### src/rtl/uart_rom_loader_if.sv
// ============================================================================
// Module   : uart_rom_loader_if
// Brief    : Byte-stream input and ROM-write/status outputs of uart_rom_loader.
// Revision : 1.0 - initial release
// ============================================================================
`timescale 1ns/1ps
`default_nettype none

interface uart_rom_loader_if #(
    parameter int ADDR_W = 18
);
    logic              rx_valid;
    logic [7:0]        rx_data;
    logic              mem_we;
    logic [ADDR_W-1:0] mem_addr;
    logic [7:0]        mem_wdata;
    logic              busy;
    logic              done;
    logic              error;
    logic [1:0]        err_code;
    logic [23:0]       loaded_len;

    modport slave (
        input  rx_valid, rx_data,
        output mem_we, mem_addr, mem_wdata, busy, done, error, err_code, loaded_len
    );

    modport master (
        output rx_valid, rx_data,
        input  mem_we, mem_addr, mem_wdata, busy, done, error, err_code, loaded_len
    );
endinterface

`default_nettype wire

### src/rtl/uart_rom_loader.sv
// ============================================================================
// Module   : uart_rom_loader
// Brief    : Parses framed UART image packets and writes the payload into the
//            cartridge ROM buffer. Define UART_ROM_LOADER_CHECKSUM_EN to require
//            a trailing mod-256 checksum byte.
// Revision : 1.0 - initial release
// ============================================================================
`timescale 1ns/1ps
`default_nettype none

module uart_rom_loader #(
    parameter int DEPTH          = 143360,
    parameter int ADDR_W         = 18,
    parameter int TIMEOUT_CYCLES = 1_250_000
) (
    input  logic                clk,
    input  logic                rst,
    uart_rom_loader_if.slave    bus
);

    localparam logic [2:0] c_IDLE = 3'd0;
    localparam logic [2:0] c_SYNC = 3'd1;
    localparam logic [2:0] c_LEN0 = 3'd2;
    localparam logic [2:0] c_LEN1 = 3'd3;
    localparam logic [2:0] c_LEN2 = 3'd4;
    localparam logic [2:0] c_DATA = 3'd5;
`ifdef UART_ROM_LOADER_CHECKSUM_EN
    localparam logic [2:0] c_CSUM = 3'd6;
`endif

    localparam int                 c_CNT_W   = (TIMEOUT_CYCLES > 1) ? $clog2(TIMEOUT_CYCLES) : 1;
    localparam logic [c_CNT_W-1:0] c_TO_LAST = c_CNT_W'(TIMEOUT_CYCLES - 1);
    localparam logic [23:0]        c_DEPTH   = 24'(DEPTH);

    logic [2:0]         r_state;
    logic [23:0]        r_len;
    logic [ADDR_W-1:0]  r_idx;
    logic [c_CNT_W-1:0] r_cnt;
    logic               r_mem_we;
    logic [ADDR_W-1:0]  r_mem_addr;
    logic [7:0]         r_mem_wdata;
    logic               r_busy;
    logic               r_done;
    logic               r_error;
    logic [1:0]         r_err_code;
    logic [23:0]        r_loaded_len;
`ifdef UART_ROM_LOADER_CHECKSUM_EN
    logic [7:0]         r_csum;
`endif

    logic [23:0] w_len_full;
    logic        w_last;

    assign w_len_full = {bus.rx_data, r_len[15:0]};
    assign w_last     = (24'(r_idx) == (r_len - 24'd1));

    always_ff @(posedge clk or posedge rst) begin
        if (rst) begin
            r_state      <= c_IDLE;
            r_len        <= '0;
            r_idx        <= '0;
            r_cnt        <= '0;
            r_mem_we     <= 1'b0;
            r_mem_addr   <= '0;
            r_mem_wdata  <= '0;
            r_busy       <= 1'b0;
            r_done       <= 1'b0;
            r_error      <= 1'b0;
            r_err_code   <= 2'b00;
            r_loaded_len <= '0;
`ifdef UART_ROM_LOADER_CHECKSUM_EN
            r_csum       <= '0;
`endif
        end else begin
            r_mem_we <= 1'b0;

            // An arriving byte always beats an expiring timeout.
            if (r_state == c_IDLE || bus.rx_valid) begin
                r_cnt <= '0;
            end else if (r_cnt == c_TO_LAST) begin
                r_cnt      <= '0;
                r_busy     <= 1'b0;
                r_error    <= 1'b1;
                r_err_code <= 2'b11;
                r_state    <= c_IDLE;
            end else begin
                r_cnt <= r_cnt + c_CNT_W'(1);
            end

            if (bus.rx_valid) begin
                case (r_state)
                    c_IDLE: begin
                        if (bus.rx_data == 8'h55) begin
                            r_done     <= 1'b0;
                            r_error    <= 1'b0;
                            r_err_code <= 2'b00;
                            r_busy     <= 1'b1;
                            r_state    <= c_SYNC;
                        end
                    end
                    c_SYNC: begin
                        if (bus.rx_data == 8'hAA) begin
                            r_state <= c_LEN0;
                        end else if (bus.rx_data != 8'h55) begin
                            r_busy  <= 1'b0;
                            r_state <= c_IDLE;
                        end
                    end
                    c_LEN0: begin
                        r_len[7:0] <= bus.rx_data;
                        r_state    <= c_LEN1;
                    end
                    c_LEN1: begin
                        r_len[15:8] <= bus.rx_data;
                        r_state     <= c_LEN2;
                    end
                    c_LEN2: begin
                        r_len <= w_len_full;
                        if (w_len_full == 24'd0 || w_len_full > c_DEPTH) begin
                            r_busy     <= 1'b0;
                            r_error    <= 1'b1;
                            r_err_code <= 2'b01;
                            r_state    <= c_IDLE;
                        end else begin
                            r_idx   <= '0;
`ifdef UART_ROM_LOADER_CHECKSUM_EN
                            r_csum  <= '0;
`endif
                            r_state <= c_DATA;
                        end
                    end
                    c_DATA: begin
                        r_mem_we    <= 1'b1;
                        r_mem_addr  <= r_idx;
                        r_mem_wdata <= bus.rx_data;
                        r_idx       <= r_idx + ADDR_W'(1);
`ifdef UART_ROM_LOADER_CHECKSUM_EN
                        r_csum      <= r_csum + bus.rx_data;
                        if (w_last) begin
                            r_state <= c_CSUM;
                        end
`else
                        if (w_last) begin
                            r_busy       <= 1'b0;
                            r_done       <= 1'b1;
                            r_loaded_len <= r_len;
                            r_state      <= c_IDLE;
                        end
`endif
                    end
`ifdef UART_ROM_LOADER_CHECKSUM_EN
                    c_CSUM: begin
                        r_busy <= 1'b0;
                        if (bus.rx_data == r_csum) begin
                            r_done       <= 1'b1;
                            r_loaded_len <= r_len;
                        end else begin
                            r_error    <= 1'b1;
                            r_err_code <= 2'b10;
                        end
                        r_state <= c_IDLE;
                    end
`endif
                    default: r_state <= c_IDLE;
                endcase
            end
        end
    end

    assign bus.mem_we     = r_mem_we;
    assign bus.mem_addr   = r_mem_addr;
    assign bus.mem_wdata  = r_mem_wdata;
    assign bus.busy       = r_busy;
    assign bus.done       = r_done;
    assign bus.error      = r_error;
    assign bus.err_code   = r_err_code;
    assign bus.loaded_len = r_loaded_len;

endmodule

`default_nettype wire

### src/flat_wrapper.sv
// flat-port wrapper written by rule: the top's interface ports become plain ports
module uart_rom_loader_flat 
#(
    parameter int DEPTH          = 143360,
    parameter int ADDR_W         = 18,
    parameter int TIMEOUT_CYCLES = 1_250_000
)
  (clk, rst, bus_rx_valid, bus_rx_data, bus_mem_we, bus_mem_addr, bus_mem_wdata, bus_busy, bus_done, bus_error, bus_err_code, bus_loaded_len);
  uart_rom_loader_if #(.ADDR_W(ADDR_W)) bus_i ();
  input  logic clk;
  input  logic rst;
  input wire logic [$bits(bus_i.rx_valid)-1:0] bus_rx_valid;
  input wire logic [$bits(bus_i.rx_data)-1:0] bus_rx_data;
  output wire logic [$bits(bus_i.mem_we)-1:0] bus_mem_we;
  output wire logic [$bits(bus_i.mem_addr)-1:0] bus_mem_addr;
  output wire logic [$bits(bus_i.mem_wdata)-1:0] bus_mem_wdata;
  output wire logic [$bits(bus_i.busy)-1:0] bus_busy;
  output wire logic [$bits(bus_i.done)-1:0] bus_done;
  output wire logic [$bits(bus_i.error)-1:0] bus_error;
  output wire logic [$bits(bus_i.err_code)-1:0] bus_err_code;
  output wire logic [$bits(bus_i.loaded_len)-1:0] bus_loaded_len;
  assign bus_i.rx_valid = bus_rx_valid;
  assign bus_i.rx_data = bus_rx_data;
  assign bus_mem_we = bus_i.mem_we;
  assign bus_mem_addr = bus_i.mem_addr;
  assign bus_mem_wdata = bus_i.mem_wdata;
  assign bus_busy = bus_i.busy;
  assign bus_done = bus_i.done;
  assign bus_error = bus_i.error;
  assign bus_err_code = bus_i.err_code;
  assign bus_loaded_len = bus_i.loaded_len;
  uart_rom_loader #(.DEPTH(DEPTH), .ADDR_W(ADDR_W), .TIMEOUT_CYCLES(TIMEOUT_CYCLES)) u_core (.clk(clk), .rst(rst), .bus(bus_i));
endmodule
### config.mk
export PLATFORM = sky130hd
export DESIGN_NAME = uart_rom_loader_flat
export DESIGN_NICKNAME = d
export VERILOG_FILES = /design/src/rtl/uart_rom_loader_if.sv /design/src/rtl/uart_rom_loader.sv /design/src/flat_wrapper.sv
export SDC_FILE = /design/constraint.sdc
export NUM_CORES = 1
export LEC_CHECK = 0
export ABC_AREA = 1
export BUFFER_PORTS_ARGS = -buffer_cell sky130_fd_sc_hd__buf_2
export CAP_MARGIN = 10
export CORE_MARGIN = 4
export CORE_UTILIZATION = 30
export CTS_BUF_LIST = sky130_fd_sc_hd__clkbuf_2
export CTS_CLUSTER_DIAMETER = 100
export DETAILED_ROUTE_END_ITERATION = 6
export GPL_TIMING_DRIVEN = 0
export PLACE_DENSITY_LB_ADDON = 0.2
export SYNTH_ARGS = -nofsm -noshare
export SYNTH_HDL_FRONTEND = slang
export SYNTH_SLANG_ARGS = --single-unit
### constraint.sdc
create_clock -name clk -period 9.5 [get_ports clk]
set_input_delay 1.425 -clock clk [delete_from_list [all_inputs] [get_ports clk]]
set_output_delay 1.425 -clock clk [all_outputs]
set_load 0.03 [all_outputs]
==> impl_results.md <==
* Syn_area_per_cell at between 7 and 8 um^2
* RSZ-0062 raised after global routing: false
* CTS tree: built
* FF/Latch Area at 3050 um^2
* Routed vias at between 5000 and 6000
* Largest stage delay, worst path at 0.43 ns
* Yosys warns at 0
* Share of post-route cells with drive strength above 1 at about a fifth
* Outcome: finished, final reports clean
* Mux cell area share after synthesis at 0%
* Initial antenna violation count at 1
* Global-route wire length before repair at slightly below 30000 um
* Fmax at 365 MHz
* Min-delay worst type: reg2reg
* Period utilisation layout at 28.8%
* Clk slew on worst S/H paths at 0.19 ns
* Core footprint at between 20000 and 25000 um^2
* Synth Area in Simple Gates at 30.9%
* Clock skew at between 0.03 and 0.04 ns
* Post-layout nets at 938
* Leak at 0.00363 uW
* Data required, critical path at 8.08 ns
* H-tree lvl count at 4
* Area Overhead vs Synth at 13.1%
* Total negative slack at 0 ns
* Placed standard-cell area at 7380 um^2
* Mapped Area at 6670 um^2
* Global placer's final weighted congestion at 0.857
* Syn Inst Count at 837
* CP Cell Sequence: buf_2
* Flops & latches, synth at 122
* Max-Cap Viols at 0
* Largest net degree at the start of global routing at 81
* Number of global-route vias before repair at 5587
* Area of the multi-input gates at about 3100 um^2
* Finished Cell Area at 7540 um^2
* Placement Setup Slack at 6.02 ns
* Root Driver: clkbuf_2
* Yosys top cell area share at between 40% and 50%
* Synth Area in Compound Gates at a little over a tenth
* Sequential share of the synthesized area at 45.8%
* Wire per inst at about 15 um
* Clock Latency Late Sink at about 0.7 ns
* Die area at 24700 um^2
* Initial DRC Count at 304
* Synth area leaders: dfrtp_1 (46%), nand2_1 (12%), inv_1 (4.9%)
* DRC at 0
* Worst setup slack after layout at 6.76 ns
* HPWL after DPL at between 10000 and 15000 um
* Capturing element type of the critical path: output pin
* CP Buf/Inv Count at 1
* Adder-cell share of the synthesized area at less than 1%
* Post-synth top area cell: dfrtp_1
* Gr ovfl total at 0
* Critical Path Start Type: register
* Clock sink total at about 120
* I/O Pins at 67
* Max-slew violation count at 0
* Main combinational cell family by area after synthesis: simple AND/OR/NAND/NOR gates
* CP Class: reg2out
* Hold buffer count at CTS at 0
* Initial Util at between 30% and 40%
* Placement Rows at 54
* Critical path's top delay family: flip-flops
* Max FO, Critical Path at 2
* Final Critical Period at 2.74 ns
* Slowest CP cell: dfrtp_1
* Total CTS buffers at 17
* Synth unique cells at 39
* Die H at about 160 um
* Max VDD drop at 60.7 uV
* XOR/XNOR share of the synthesized area at 4.47%
* Final setup viols at 0
* Fin. Hold Viols at 0
* Pre-antenna DRT Iters at 5
* # fillers at 2320
* Die W at 157 um
* Cell Pwr Density at 152 nW/um^2
* Post-CTS Setup Repair Bufs at 0
* Post-CTS Resized at 0
* Post-DRT Antenna Nets at 0
* Routed vias/inst at 4.68
* WP data arrival at 1.31 ns
* Worst-margin pin slew at between 0.8 and 0.9 ns
* Post-synthesis net count at ~850
* Final WL at ~18000 um
* Total Routing Usage GR at 15.1%
* Longest Clk Path Bufs at 2
* Number of port buffers at between 60 and 70
* Worst rel slew slack at 44.7%
-- final cells by class --
type / count / share of cell area [%]
plain buffers: 21 / 1.54
inverters: 96 / 4.84
well taps: 280 / 4.64
multi-input cells: 598 / 41.6
diodes: 1 / 0.0332
flip-flops and latches: 122 / 40.5
clock buffers: 20 / 1.33
repair buffers: 67 / 4.74
clock inverters: 12 / 0.780
-- registers in the layout, summed over array words and instances, names as in the netlist --
register,flops
u_core.bus.error,1
u_core.r_cnt,21
u_core.bus.err_code,2
u_core.r_idx,18
u_core.r_len,24
u_core.bus.done,1
u_core.r_state,3
u_core.bus.mem_we,1
u_core.bus.busy,1
u_core.bus.mem_addr,18
u_core.bus.mem_wdata,8
u_core.bus.loaded_len,24
-- cell usage in the layout (no fill, tap or decap), types with 10 or more instances in the layout --
cell / Yosys / routed
nand4_1: 23 / 23
o21ai_2: 21 / 21
xnor2_1: 11 / 11
a21oi_1: 11 / 11
clkbuf_2: 0 / 20
nor3_1: 18 / 18
buf_2: 6 / 72
nor2_1: 82 / 82
inv_1: 87 / 86
nor2_2: 10 / 10
nand2_1: 207 / 207
nand3_1: 49 / 49
xor2_1: 23 / 23
dfrtp_1: 122 / 122
o21ai_0: 63 / 63
nand2_2: 20 / 20
-- path summary, 6_finish.rpt --
kind                                              to  cells past startpoint  slack [ns]                       from
hold reg to reg                      u_core.r_cnt[0]                      1        0.48            u_core.r_cnt[0]
max in group asynchronous           u_core.r_cnt[17]                      3        8.05                        rst
min in group asynchronous     u_core.bus.mem_addr[0]                      2        0.71                        rst
setup reg to reg           u_core.bus.loaded_len[20]                     14        7.11            u_core.r_len[0]
setup / recovery                  bus_loaded_len[17]                      1        6.76  u_core.bus.loaded_len[17]
hold / removal                       u_core.r_cnt[0]                      1        0.48            u_core.r_cnt[0]
-- report_power, final --
group | internal (uW) | total, uW | switching (uW) | leakage (uW)
clock network | 64.1 | 263 | 199 | 0.000111
logic | 93.1 | 294 | 201 | 0.00191
registers | 553 | 588 | 35.7 | 0.00161
total | 710 | 1150 | 436 | 0.00363
-- cell families (layout without fill, tap and decap cells) --
group | after synthesis | count (layout)
buffers and inverters | 117 | 216
and+or+nand+nor | 441 | 441
other | 0 | 1
xor gates and xnor gates | 34 | 34
AOI/OAI and AO/OA | 119 | 119
DFF | 122 | 122
adders and majority gates | 4 | 4
-- worst register-to-register path, delay by kind of cell, from the launching register on --
| kind | cells | cell delay, ns |
|---|---|---|
| DFF | 1 | 0.45 |
| adders and majority gates | 1 | 0.31 |
| buffers and inverters | 3 | 0.43 |
| and+or+nand+nor | 10 | 1.13 |
-- synthesized netlist by cell type --
cell and count:
a211oi_1 2, a21oi_1 11, a31o_2 1, a31oi_1 1, a32oi_1 2, and3_1 2
buf_1 2, buf_2 6, buf_6 4, clkbuf_1 9, dfrtp_1 122, ha_1 4
inv_1 87, inv_2 9, nand2_1 207, nand2_2 20, nand2_4 2, nand3_1 49
nand3_2 1, nand3_4 1, nand3b_1 7, nand4_1 23, nor2_1 82, nor2_2 10
nor2_4 6, nor2_8 3, nor3_1 18, nor3b_1 2, nor4_1 7, o211ai_1 2
o21a_1 3, o21ai_0 63, o21ai_1 3, o21ai_2 21, o21ba_2 1, o31ai_1 9
or2_2 1, xnor2_1 11, xor2_1 23
-- metal layers --
| metal | routed length [um] | global-route usage [%] |
|---|---|---|
| met3 | 976 | 4.32 |
| met5 | 0 | 0 |
| met4 | 227 | 4.22 |
| met2 | 8350 | 24.3 |
| met1 | 8300 | 20.0 |
-- stage by stage --
step / hold WS, ns / util (%) / total power (uW) / cells
detailed placement: 0.451 / 33.8 / 895 / 1184
global route: 0.504 / 34.6 / 1230 / 1217
finish: 0.479 / 34.6 / 1150 / 1217
floorplan: 0.432 / - / 812 / 837
CTS: 0.490 / 34.6 / 1170 / 1216
global placement: 0.452 / 33.7 / 890 / 1183
No activity file was read; power rests on OpenSTA's default activity.
